$ cat config.mk
export PLATFORM = sky130hd
export DESIGN_NAME = ber_window_accumulator
export DESIGN_NICKNAME = d
export VERILOG_FILES = /design/src/rtl/ber_window_accumulator.sv
export SDC_FILE = /design/constraint.sdc
export NUM_CORES = 1
export LEC_CHECK = 0
export ABC_AREA = 1
export ABC_CLOCK_PERIOD_IN_PS = 11350
export BUFFER_PORTS_ARGS = -buffer_cell sky130_fd_sc_hd__buf_2
export CORE_ASPECT_RATIO = 0.7
export CORE_MARGIN = 4
export CORE_UTILIZATION = 60
export DETAILED_ROUTE_END_ITERATION = 6
export GPL_TIMING_DRIVEN = 1
export HOLD_SLACK_MARGIN = 0.15
export PLACE_DENSITY = 0.84
export SLEW_MARGIN = 20
export SYNTH_ARGS = -nofsm -noshare
export SYNTH_HDL_FRONTEND = slang
export SYNTH_SLANG_ARGS = --single-unit
$ cat constraint.sdc
create_clock -name clock -period 11.35 [get_ports clock]
set_input_delay 0.5675 -clock clock [delete_from_list [all_inputs] [get_ports clock]]
set_output_delay 0.5675 -clock clock [all_outputs]
set_load 0.005 [all_outputs]
$ cat src/rtl/ber_window_accumulator.sv
// BER measurement back-end: counts tested words, error bits and errored words
// over a programmable window, with a sticky threshold alarm.
module ber_window_accumulator #(
  parameter int unsigned W  = 8,
  parameter int unsigned CW = 32
) (
  input  logic          clock,
  input  logic          reset,
  input  logic          start,
  input  logic          abort,
  input  logic [CW-1:0] window_len,
  input  logic [CW-1:0] threshold,
  input  logic          err_valid,
  input  logic [W-1:0]  error,
  output logic          busy,
  output logic          done,
  output logic [CW-1:0] words_tested,
  output logic [CW-1:0] err_bits,
  output logic [CW-1:0] err_words,
  output logic          ber_exceeded
);

  typedef enum logic [1:0] {
    IDLE = 2'd0,
    RUN  = 2'd1,
    DONE = 2'd2
  } state_t;

  state_t        state_q, state_d;
  logic [CW-1:0] len_q, len_d;
  logic [CW-1:0] thr_q, thr_d;
  logic [CW-1:0] words_d, bits_d, ewords_d;
  logic          ber_d, busy_d, done_d;

  // Counters clamp at all-ones instead of wrapping.
  function automatic logic [CW-1:0] sat_add(input logic [CW-1:0] a,
                                            input logic [CW-1:0] b);
    logic [CW:0] s;
    s = {1'b0, a} + {1'b0, b};
    return s[CW] ? '1 : s[CW-1:0];
  endfunction

  function automatic logic [CW-1:0] popcount(input logic [W-1:0] m);
    logic [CW-1:0] c;
    c = '0;
    for (int i = 0; i < W; i++) c = c + CW'(m[i]);
    return c;
  endfunction

  // Next-state and next-value logic
  always_comb begin
    state_d  = state_q;
    len_d    = len_q;
    thr_d    = thr_q;
    words_d  = words_tested;
    bits_d   = err_bits;
    ewords_d = err_words;
    ber_d    = ber_exceeded;

    case (state_q)
      IDLE, DONE: begin
        if (start) begin
          len_d    = window_len;
          thr_d    = threshold;
          words_d  = '0;
          bits_d   = '0;
          ewords_d = '0;
          ber_d    = 1'b0;
          state_d  = (window_len == '0) ? DONE : RUN;
        end
      end
      RUN: begin
        if (err_valid) begin
          words_d  = sat_add(words_tested, CW'(1));
          bits_d   = sat_add(err_bits, popcount(error));
          ewords_d = sat_add(err_words, CW'(error != '0));
          if (bits_d > thr_q) ber_d = 1'b1;
          if (words_d == len_q) state_d = DONE;
        end
        // Abort overrides completion; the last word above is still counted.
        if (abort) state_d = IDLE;
      end
      default: state_d = IDLE;
    endcase

    busy_d = (state_d == RUN);
    done_d = (state_d == DONE);
  end

  // State and result registers
  always_ff @(posedge clock or posedge reset) begin
    if (reset) begin
      state_q      <= IDLE;
      len_q        <= '0;
      thr_q        <= '0;
      words_tested <= '0;
      err_bits     <= '0;
      err_words    <= '0;
      ber_exceeded <= 1'b0;
      busy         <= 1'b0;
      done         <= 1'b0;
    end else begin
      state_q      <= state_d;
      len_q        <= len_d;
      thr_q        <= thr_d;
      words_tested <= words_d;
      err_bits     <= bits_d;
      err_words    <= ewords_d;
      ber_exceeded <= ber_d;
      busy         <= busy_d;
      done         <= done_d;
    end
  end

endmodule

==> results.ini, run 1 <==
[power_and_ir_drop]
clkPwrFrac_pct=36.6
p_leak_nw=6.278
p_seq_share_pct=39.9
switching_share_pct=31.91
p_comb_share_pct=23.5
switching_power_mw=0.5489
vdd_drop_max_mv=0.1073
finalPower_mw=1.720
power_density_mw_per_mm2=138.5
p_int_mw=1.171

[logic_synthesis]
synthCells=1524
synth_flop_cell=dfrtp_1
synth.avg_cell_area_um2=7.055
synth_nets=1648
synth_area_mm2=0.01075
synth_seq_area_share_pct=38.40
ys_ff_latch=165
async_flop_share_pct=100.0
synth_cell_type_count=48
synth_edf_count=0
yosys_warnings=0

[sta]
min_period_ns=5.810
finalMaxSlewViolations=0
max_freq_mhz=172.1
rsz0062_at_grt=false
slew_headroom_pct=33.98
hold_viol_final=0
report.final.setup_viol=0
worst_hold_slack_ns=0.3268
tightest_slew_ns=0.9903
finalSetupTns_ns=0
clock_skew_ns=0.01288
setup_ws_ns=5.540
finalCritPeriodShare_pct=51.19

[floorplanning]
core.rowCount=40
start_util_pct=61.91
dieArea_mm2=0.02016
die_y_um=120.0
io_pins=176
core-area_mm2=0.01737
dieWidth_um=168.0

[clocking]
clkSinkCount=165
post_cts_resized=0
post_cts_buffers=0
clock_latency_ns=0.43
cts_tree=done
hold_buffers=0
clk_pin_slew_ns=0.07
cts_root_buf=clkbuf_16
cts_max_path_buffers=2
htree_num_levels=4
cts_buffers=17

[outcome]
status=finished, violations left
violations=DRC

[critical_path]
timing_worst_setup_path_type=input pin to flip-flop
worstSetupStartpointType=input pin
path_buf_inv=5
critPathMaxStageDelay_ns=0.63
crit_family=adder cells
cpMaxStageDelayCell=nand4_2
arrival_ns=6.09
critPathCaptureType=flip-flop
critPathMaxFanout=28
timing.critical_path.mode_cell=fa_1
required_ns=11.63

[placement]
dp_hpwl_um=24460
place_inst=1894
place_worst_setup_slack_ns=5.247
placed_cell_area_mm2=0.01179
gp_congestion=1.006
portBuffers=175

[drt]
drt-total-wl_um=33520
post_drt_wl_per_cell_um=17.41
viasPerCell=5.755
first_pass_iters=7
num_vias=11080
route.detailed.drc=7
antenna_left=0
drtIter0Drc=1358

[flow_run]
drv_cap=0

[cells_and_area]
mostFrequentLayoutCell=nand2_1
fin_area_mm2=0.01242
layout.cells.non_filler=1925
final_util_pct=71.53
final_nets=1806
syn2layout_area_growth_pct=15.54
mostFrequentLayoutCells=nand2_1 (456), inv_1 (208), buf_2 (175)
diodes=0
drive_gt1_share_pct=15.64

[global_route]
grt_remaining_overflow=0
grt_pass1_wl_um=53810
grt_max_degree=98
antenna_found_initial=1
grt_pass1_vias=10270
gr-usage-all-layers_pct=33.26

[hold_path]
hold_class=input pin to async pin

## logic make-up (layout without fill, tap and decap cells)
group           Yosys count  count (layout)  synth area share, %
compound gates          225             225                11.24
xor+xnor                 25              25                2.037
fa+ha+maj                47              47                5.819
buf+inv                 254             424                9.205
simple gates            808             808                33.29
flops                   165             165                38.40
## final cells by class
type | instances | area, um2
clock buffers | 20 | 456.7
inverters | 213 | 804.5
flip-flops and latches | 165 | 4129
repair buffers | 180 | 913.4
clock inverters | 11 | 173.9
multi-input cells | 1105 | 5655
fillers | 1479 | 4945
well taps | 231 | 289.0
## flip-flops by register name, indices dropped and copies added (netlist names)
name,count
state_q,2
err_words,32
done,1
err_bits,32
len_q,32
ber_exceeded,1
thr_q,32
busy,1
words_tested,32
## power groups by stage
stage                     clock, mW  combinational [mW]  sequential (mW)
after detailed placement          0               0.394            0.694
after global placement            0               0.381            0.691
after global routing          0.660               0.464            0.692
final                         0.630               0.404            0.686
after CTS                     0.634               0.402            0.685
after floorplan                   0               0.270            0.686
## routing by layer
metal	track usage, %	up-vias	part of all wire (%)
li1	-	5275	-
met1	49.93	5120	44
met2	48.57	624	42
met3	8.792	58	11
met4	6.994	2	1.7
met5	0	-	0.039
## worst paths after layout
| check | start | end | slack [ns] | cells after the start |
|---|---|---|---|---|
| setup / recovery | error[0] | ber_exceeded$_DFFE_PP0P_ | 5.54 | 26 |
| hold / removal | reset | thr_q[21]$_DFFE_PP0P_ | 0.33 | 2 |
| setup reg to reg | err_bits[0]$_DFFE_PP0P_ | ber_exceeded$_DFFE_PP0P_ | 5.90 | 24 |
| hold reg to reg | thr_q[0]$_DFFE_PP0P_ | thr_q[0]$_DFFE_PP0P_ | 0.50 | 2 |
| max in group asynchronous | reset | len_q[19]$_DFFE_PP0P_ | 9.56 | 3 |
| min in group clock | threshold[21] | thr_q[21]$_DFFE_PP0P_ | 0.34 | 3 |
## worst register-to-register path, delay by kind of cell (launching register included)
family,cells,cell delay [ns]
simple gates,10,2.13
fa+ha+maj,5,1.77
compound gates,5,0.64
flops,1,0.39
buf+inv,4,0.36
## synthesized netlist by cell type (3+ instances only)
master	instances	area [um2]
a22o_1	8	70.07
inv_2	3	11.26
nand3_1	103	515.5
buf_2	5	25.02
clkbuf_1	29	108.9
ha_1	42	525.5
a21oi_1	26	130.1
nand2_1	457	1715
dfrtp_1	165	4129
nor2_1	110	412.9
o21ai_0	157	785.8
xor2_1	24	210.2
nand4_1	35	219.0
inv_1	209	784.5
nand3b_1	3	22.52
buf_6	4	45.04
a31oi_1	3	18.77
fa_1	5	100.1
nand2_2	9	56.30
o21ai_1	7	35.03
o22ai_1	12	75.07
nor2_2	9	56.30
or2_2	9	56.30
nand3_2	8	80.08
buf_1	3	11.26
nor3_1	30	150.1
nor4_1	21	131.4
nor2_4	4	45.04
No activity file was read; power rests on OpenSTA's default activity.
==> inputs of run 2 (changes only) <==
- ABC_CLOCK_PERIOD_IN_PS: 11350 -> 5700
- CORE_UTILIZATION: 60 -> 58
- PLACE_DENSITY: 0.84 -> 0.82
- clock period: 11.35 -> 5.7 ns (I/O delays scaled with it)
==> run 2 against run 1 <==
  * The flow now finishes without violations
  * Power up 96%
  * Sequential power up 100%
  * Die area is 3.2% higher
  * Highest routed layer unchanged
  * Clock power is 83% higher
  * Routed wire length is 2.9% higher
  * Via count is 3.6% higher
  * Register-to-register slack worse by 5.5 ns
==> results.ini, run 2 (synthesized netlist as in run 1, its figures left out) <==
[global_route]
antenna_found_initial=2  ; +1
busiest_layer=met2
grt_max_degree=101  ; +3.1%
grt_pass1_vias=10770  ; +4.9%
gr-usage-met3_pct=6.747  ; -2.0 points
grt_util_met2_pct=50.02  ; +1.5 points
grt_remaining_overflow=0  ; unchanged
met1_usage_pct=49.45  ; -0.47 points
gr-usage-all-layers_pct=33.39  ; +0.12 points
grt_pass1_wl_um=55020  ; +2.2%

[clocking]
cts_root_buf=clkbuf_16
htree_num_levels=4  ; unchanged
cts_buffers=17  ; unchanged
post_cts_buffers=0  ; unchanged
clk_pin_slew_ns=0.07  ; about the same
clkSinkCount=165  ; unchanged
cts_tree=done
cts_max_path_buffers=2  ; unchanged
clock_latency_ns=0.44  ; about the same

[placement]
gp_congestion=1.027  ; +2.2%
place_worst_setup_slack_ns=-0.1298  ; -5.377 ns
portBuffers=175  ; unchanged
place_inst=1905  ; +0.58%
placed_cell_area_mm2=0.01184  ; +0.39%
dp_hpwl_um=24040  ; -1.7%

[floorplanning]
io_pins=176  ; unchanged
dieArea_mm2=0.02081  ; +3.2%
die_y_um=121.9  ; +1.6%
start_util_pct=59.37  ; -2.5 points
core-area_mm2=0.01811  ; +4.3%
dieWidth_um=170.7  ; +1.6%
core.rowCount=41  ; +2.5%

[power_and_ir_drop]
p_int_mw=2.238  ; +91%
power_density_mw_per_mm2=257.7  ; +86%
p_comb_share_pct=25.2  ; +1.7 points
switching_power_mw=1.126  ; +110%
vdd_drop_max_mv=0.2400  ; +120%
finalPower_mw=3.363  ; +96%
switching_share_pct=33.47  ; +1.6 points
p_seq_share_pct=40.6  ; +0.7 points
clkPwrFrac_pct=34.2  ; -2.4 points
p_leak_nw=6.553  ; +4.4%

[drt]
first_pass_iters=6  ; -1
antenna_left=0  ; unchanged
drt-total-wl_um=34500  ; +2.9%
viasPerCell=5.736  ; -0.33%
route.detailed.drc=0  ; -7
drtIter0Drc=1450  ; +6.8%
num_vias=11480  ; +3.6%
post_drt_wl_per_cell_um=17.24  ; -1.0%

[cells_and_area]
fillers=1497  ; +1.2%
layout.cells.non_filler=2001  ; +3.9%
mostFrequentLayoutCell=nand2_1
register_area_mm2=0.004129  ; unchanged
fin_area_mm2=0.01305  ; +5.1%
multi_input_area_mm2=0.005657  ; about the same
syn2layout_area_growth_pct=21.41
final_nets=1875  ; +3.8%
drive_gt1_share_pct=15.53  ; -0.11 points
mostFrequentLayoutCells=nand2_1 (456), inv_1 (208), buf_2 (175)

[sta]
finalSetupTns_ns=0  ; unchanged
slew_headroom_pct=36.75  ; +2.8 points
rsz0062_at_grt=false
clock_skew_ns=0.01010  ; -0.002775 ns
hold_viol_final=0  ; unchanged
min_period_ns=5.313
max_freq_mhz=188.2
tightest_slew_ns=0.9488  ; -0.04149 ns
finalCritPeriodShare_pct=93.21
finalMaxSlewViolations=0  ; unchanged
report.final.setup_viol=0  ; unchanged
setup_ws_ns=0.3868  ; -5.153 ns

[critical_path]
critPathMaxFanout=13  ; -54%
worstSetupStartpointType=input pin
required_ns=6.07  ; -5.56 ns
timing_worst_setup_path_type=input pin to flip-flop
critPathCaptureType=flip-flop
arrival_ns=5.68  ; -0.41 ns

[hold_path]
hold_class=input pin to flip-flop

[outcome]
status=finished, final reports clean

[flow_run]
drv_cap=0  ; unchanged

==> run 2: cell types whose count changed in the layout (fill, tap and decap cells not counted), sizes merged <==
cell	before	now
inv	213	215
clkinvlp	3	2
dlygate4sd3	0	63
clkinv	4	8
clkbuf	20	19
buf	180	186
bufinv	4	1
diode	0	1
==> run 2: per-stage QoR <==
stage | utilization, % | hold slack [ns]
after floorplan | - | 0.4016
after global placement | 65.37 | 0.4815
after detailed placement | 65.37 | 0.4881
after CTS | 72.04 | 0.1563
after global routing | 72.09 | 0.1913
final | 72.09 | 0.1685
==> run 2: worst paths after layout <==
kind | startpoint | to | slack (ns) | cells past startpoint
worst max register to register | err_bits[0]$_DFFE_PP0P_ | ber_exceeded$_DFFE_PP0P_ | 0.43 | 25
max in group asynchronous | reset | len_q[0]$_DFFE_PP0P_ | 3.66 | 4
worst max-delay path | error[0] | ber_exceeded$_DFFE_PP0P_ | 0.39 | 27
min in group asynchronous | reset | thr_q[19]$_DFFE_PP0P_ | 0.61 | 3
worst min register to register | len_q[29]$_DFFE_PP0P_ | len_q[29]$_DFFE_PP0P_ | 0.51 | 2
worst min-delay path | window_len[3] | len_q[3]$_DFFE_PP0P_ | 0.17 | 3
==> run 2: worst max-delay path: stages <==
cell,delay (ns)
buf_2,0.11
fa_1,0.53
inv_1,0.05
fa_1,0.49
fa_1,0.42
fa_1,0.37
inv_1,0.10
fa_1,0.21
nand3_1,0.08
nand3_1,0.10
nand2_1,0.06
nor2_1,0.17
inv_2,0.12
nor2_4,0.14
inv_2,0.07
nor2_1,0.15
nand4_2,0.36
nand3_1,0.30
ha_1,0.15
nand2_1,0.07
nor2_1,0.10
nand4_1,0.15
nor4b_2,0.52
buf_4,0.20
a21boi_0,0.18
o21bai_1,0.08
a21oi_1,0.12
==> run 2: layout make-up <==
cell class | instances | share of cell area (%)
Antenna cell | 1 | 0.01917
Clock buffer | 19 | 3.470
Clock inverter | 13 | 0.9489
Inverter | 213 | 6.163
Multi-Input combinational cell | 1105 | 43.33
Sequential cell | 165 | 31.63
Tap cell | 236 | 2.262
Timing Repair Buffer | 249 | 12.17
==> run 2: metal layers <==
metal  up-vias  routed length (um)
met5         -                  13
met4         2                 734
met3        81                3662
met2       642               14690
met1      5342               15400
li1       5411                   -
==> run 2: power groups by stage <==
stage	Combinational (mW)	Sequential (mW)	Clock, mW
after detailed placement	0.766	1.38	0
after global placement	0.749	1.38	0
after CTS	0.831	1.36	1.15
final	0.847	1.37	1.15
after floorplan	0.537	1.37	0
after global routing	0.956	1.38	1.20
==> run 2: what timing repair did <==
action / 4_1_cts / 5_1_grt
endpoints found under the setup margin: 0 / 1
hold buffers: 63 / 0
resized for setup: 0 / 1
endpoints found under the hold margin: 161 / 0
==> inputs of run 3 (changes only) <==
--- a/config.mk
+++ b/config.mk
@@ -13,5 +13,5 @@
 export CORE_UTILIZATION = 58
 export DETAILED_ROUTE_END_ITERATION = 6
-export GPL_TIMING_DRIVEN = 1
+export GPL_TIMING_DRIVEN = 0
 export HOLD_SLACK_MARGIN = 0.15
 export PLACE_DENSITY = 0.82
==> constraint.sdc (replaced) <==
create_clock -name clock -period 5.7 [get_ports clock]
set_input_delay 1.425 -clock clock [delete_from_list [all_inputs] [get_ports clock]]
set_output_delay 1.425 -clock clock [all_outputs]
set_load 0.005 [all_outputs]
==> run 3 against run 2 <==
  * The flow now finishes with violations (setup timing)
  * Hold slack gained 0.32 ns
  * Routed wire length increased by 3.9%
  * Sequential power barely moved
  * Critical path type unchanged
  * Critical endpoint unchanged
  * Largest cell class unchanged
  * Highest routed layer unchanged
==> results.ini, run 3 (synthesized netlist as in run 1, its figures left out) <==
[sta]
report.final.setup_viol=1  ; +1
slew_headroom_pct=46.34  ; +9.6 points
clock_skew_ns=0.008926  ; -0.001175 ns
rsz0062_at_grt=true
finalCritPeriodShare_pct=109.2  ; +16 points
tightest_slew_ns=0.8050  ; -0.1438 ns
min_period_ns=6.224  ; +0.9111 ns
setup_ws_ns=-0.5243  ; -0.9111 ns
finalMaxSlewViolations=0  ; unchanged
hold_viol_final=0  ; unchanged
max_freq_mhz=160.7  ; -15%
finalSetupTns_ns=-0.5243  ; -0.5243 ns

[cells_and_area]
final_nets=1867  ; -0.43%
layout.cells.non_filler=1993  ; -0.40%
final_util_pct=72.07  ; about the same
syn2layout_area_growth_pct=21.38  ; about the same
drive_gt1_share_pct=18.45  ; +2.9 points
mostFrequentLayoutCell=nand2_1
fin_area_mm2=0.01305  ; about the same
mostFrequentLayoutCells=nand2_1 (454), inv_1 (206), buf_2 (177)

[clocking]
clkSinkCount=165  ; unchanged
cts_max_path_buffers=2  ; unchanged
htree_num_levels=4  ; unchanged
clk_pin_slew_ns=0.07  ; about the same
cts_root_buf=clkbuf_16
cts_tree=done
clock_latency_ns=0.44  ; about the same
cts_buffers=17  ; unchanged

[global_route]
gr-usage-all-layers_pct=34.04  ; +0.65 points
grt_pass1_vias=10340  ; -4.0%
busiest_layer=met1
grt_max_degree=34  ; -66%
grt_util_met2_pct=49.98  ; about the same
met1_usage_pct=50.25  ; +0.80 points
antenna_found_initial=2  ; unchanged
grt_remaining_overflow=0  ; unchanged
grt_pass1_wl_um=55030  ; about the same
gr-usage-met3_pct=9.731  ; +3.0 points

[drt]
drtIter0Drc=1479  ; +2.0%
num_vias=11430  ; -0.40%
route.detailed.drc=0  ; unchanged
first_pass_iters=6  ; unchanged
viasPerCell=5.736  ; about the same
drt-total-wl_um=35840  ; +3.9%
post_drt_wl_per_cell_um=17.98  ; +4.3%
antenna_left=0  ; unchanged

[critical_path]
arrival_ns=6.59  ; +0.91 ns
critPathCaptureType=flip-flop
critPathMaxFanout=4  ; -9
r2r_slack_ns=0.72  ; +0.29 ns
worstSetupStartpointType=input pin
required_ns=6.06  ; about the same
r2r-end=ber_exceeded$_DFFE_PP0P_
timing_worst_setup_path_type=input pin to flip-flop
reg2reg_depth=23  ; -8.0%
reg2reg_from=err_bits[0]$_DFFE_PP0P_

[hold_path]
hold_class=flip-flop to flip-flop
holdPathStages=2  ; -1
hold_start=thr_q[0]$_DFFE_PP0P_
worstHoldEndpoint=thr_q[0]$_DFFE_PP0P_

[power_and_ir_drop]
power_density_mw_per_mm2=259.4  ; +0.68%
p_leak_nw=6.611  ; +0.87%
switching_share_pct=35.29  ; +1.8 points
p_seq_share_pct=40.2  ; -0.4 points
switching_power_mw=1.195  ; +6.1%
p_comb_share_pct=25.3  ; about the same
p_int_mw=2.191  ; -2.1%
vdd_drop_max_mv=0.2781  ; +16%
clkPwrFrac_pct=34.4  ; +0.2 points

[placement]
portBuffers=175  ; unchanged
place_worst_setup_slack_ns=-1.640  ; -1.510 ns
placed_cell_area_mm2=0.01209  ; +2.1%
dp_hpwl_um=27120  ; +13%
gp_congestion=0.9615  ; -6.4%
place_inst=1941  ; +1.9%

[floorplanning]
dieArea_mm2=0.02081  ; unchanged
core-area_mm2=0.01811  ; unchanged
start_util_pct=59.37  ; unchanged
die_y_um=121.9  ; unchanged
dieWidth_um=170.7  ; unchanged
io_pins=176  ; unchanged
core.rowCount=41  ; unchanged

[outcome]
violations=setup timing
status=finished, violations left

[flow_run]
drv_cap=0  ; unchanged

run 3: cell types whose count changed in the layout (fill, tap and decap cells not counted), sizes merged:
| cell | previous run | this run |
|---|---|---|
| buf | 186 | 212 |
| bufinv | 1 | 0 |
| clkbuf | 19 | 46 |
| clkinv | 8 | 5 |
| dlygate4sd3 | 63 | 0 |
| inv | 215 | 221 |
run 3: metrics by stage:
stage | total power [mW] | hold WS [ns]
floorplan | 1.903 | 0.4483
global placement | 2.136 | 0.4639
detailed placement | 2.180 | 0.4785
CTS | 3.350 | 0.4945
global route | 3.557 | 0.5468
finish | 3.385 | 0.4856
run 3: power by group through the flow:
| stage | logic (mW) | clock network, mW | registers, mW |
|---|---|---|---|
| floorplan | 0.538 | 0 | 1.37 |
| CTS | 0.822 | 1.17 | 1.36 |
| global route | 0.962 | 1.22 | 1.38 |
| finish | 0.858 | 1.17 | 1.36 |
| global placement | 0.759 | 0 | 1.38 |
| detailed placement | 0.801 | 0 | 1.38 |
run 3: repair_timing:
| action | in CTS | in global routing |
|---|---|---|
| cloned | 0 | 0 |
| setup buffers | 10 | 9 |
| endpoints found under the hold margin | 0 | 0 |
| pin swaps | 7 | 13 |
| hold buffers | 0 | 0 |
| setup endpoints to repair | 1 | 1 |
| resized for setup | 15 | 33 |
run 3: worst max-delay path by stage:
stage	from	end	slack (ns)
after global placement	error[0]	ber_exceeded$_DFFE_PP0P_	-1.51
after CTS	error[0]	ber_exceeded$_DFFE_PP0P_	-0.46
after floorplan	error[0]	ber_exceeded$_DFFE_PP0P_	-0.07
after global routing	error[0]	ber_exceeded$_DFFE_PP0P_	-0.62
final	error[0]	ber_exceeded$_DFFE_PP0P_	-0.52
after detailed placement	error[0]	ber_exceeded$_DFFE_PP0P_	-1.64
run 3: area by class of cell:
class | instances | area [um2]
antenna | 1 | 2.502
fill | 1481 | 5059
tap | 236 | 295.3
inverter | 213 | 805.8
clock buffer | 17 | 425.4
clock inverter | 15 | 160.2
timing repair buffer | 200 | 1184
sequential | 165 | 4129
multi-input combinational | 1105 | 5838
buffer | 41 | 210.2
run 3: routing by layer:
layer	up-vias	routed length (um)
li1	5397	-
met1	5288	15690
met2	671	15170
met3	74	4255
met4	2	716
met5	-	8
run 3: worst max-delay path, cell delays in order:
cell      delay (ns)
buf_8           0.10
fa_1            0.54
inv_2           0.05
fa_1            0.56
fa_1            0.45
fa_2            0.35
inv_2           0.07
fa_2            0.21
nand3_2         0.09
nand3_2         0.09
nand2_2         0.07
nor2_4          0.14
inv_4           0.08
buf_4           0.13
nor3_1          0.43
or2_2           0.20
nand3_1         0.11
ha_1            0.29
nand2_1         0.09
inv_1           0.12
nand3_2         0.10
nor4b_4         0.39
a21boi_2        0.27
o21bai_1        0.08
a21oi_1         0.12
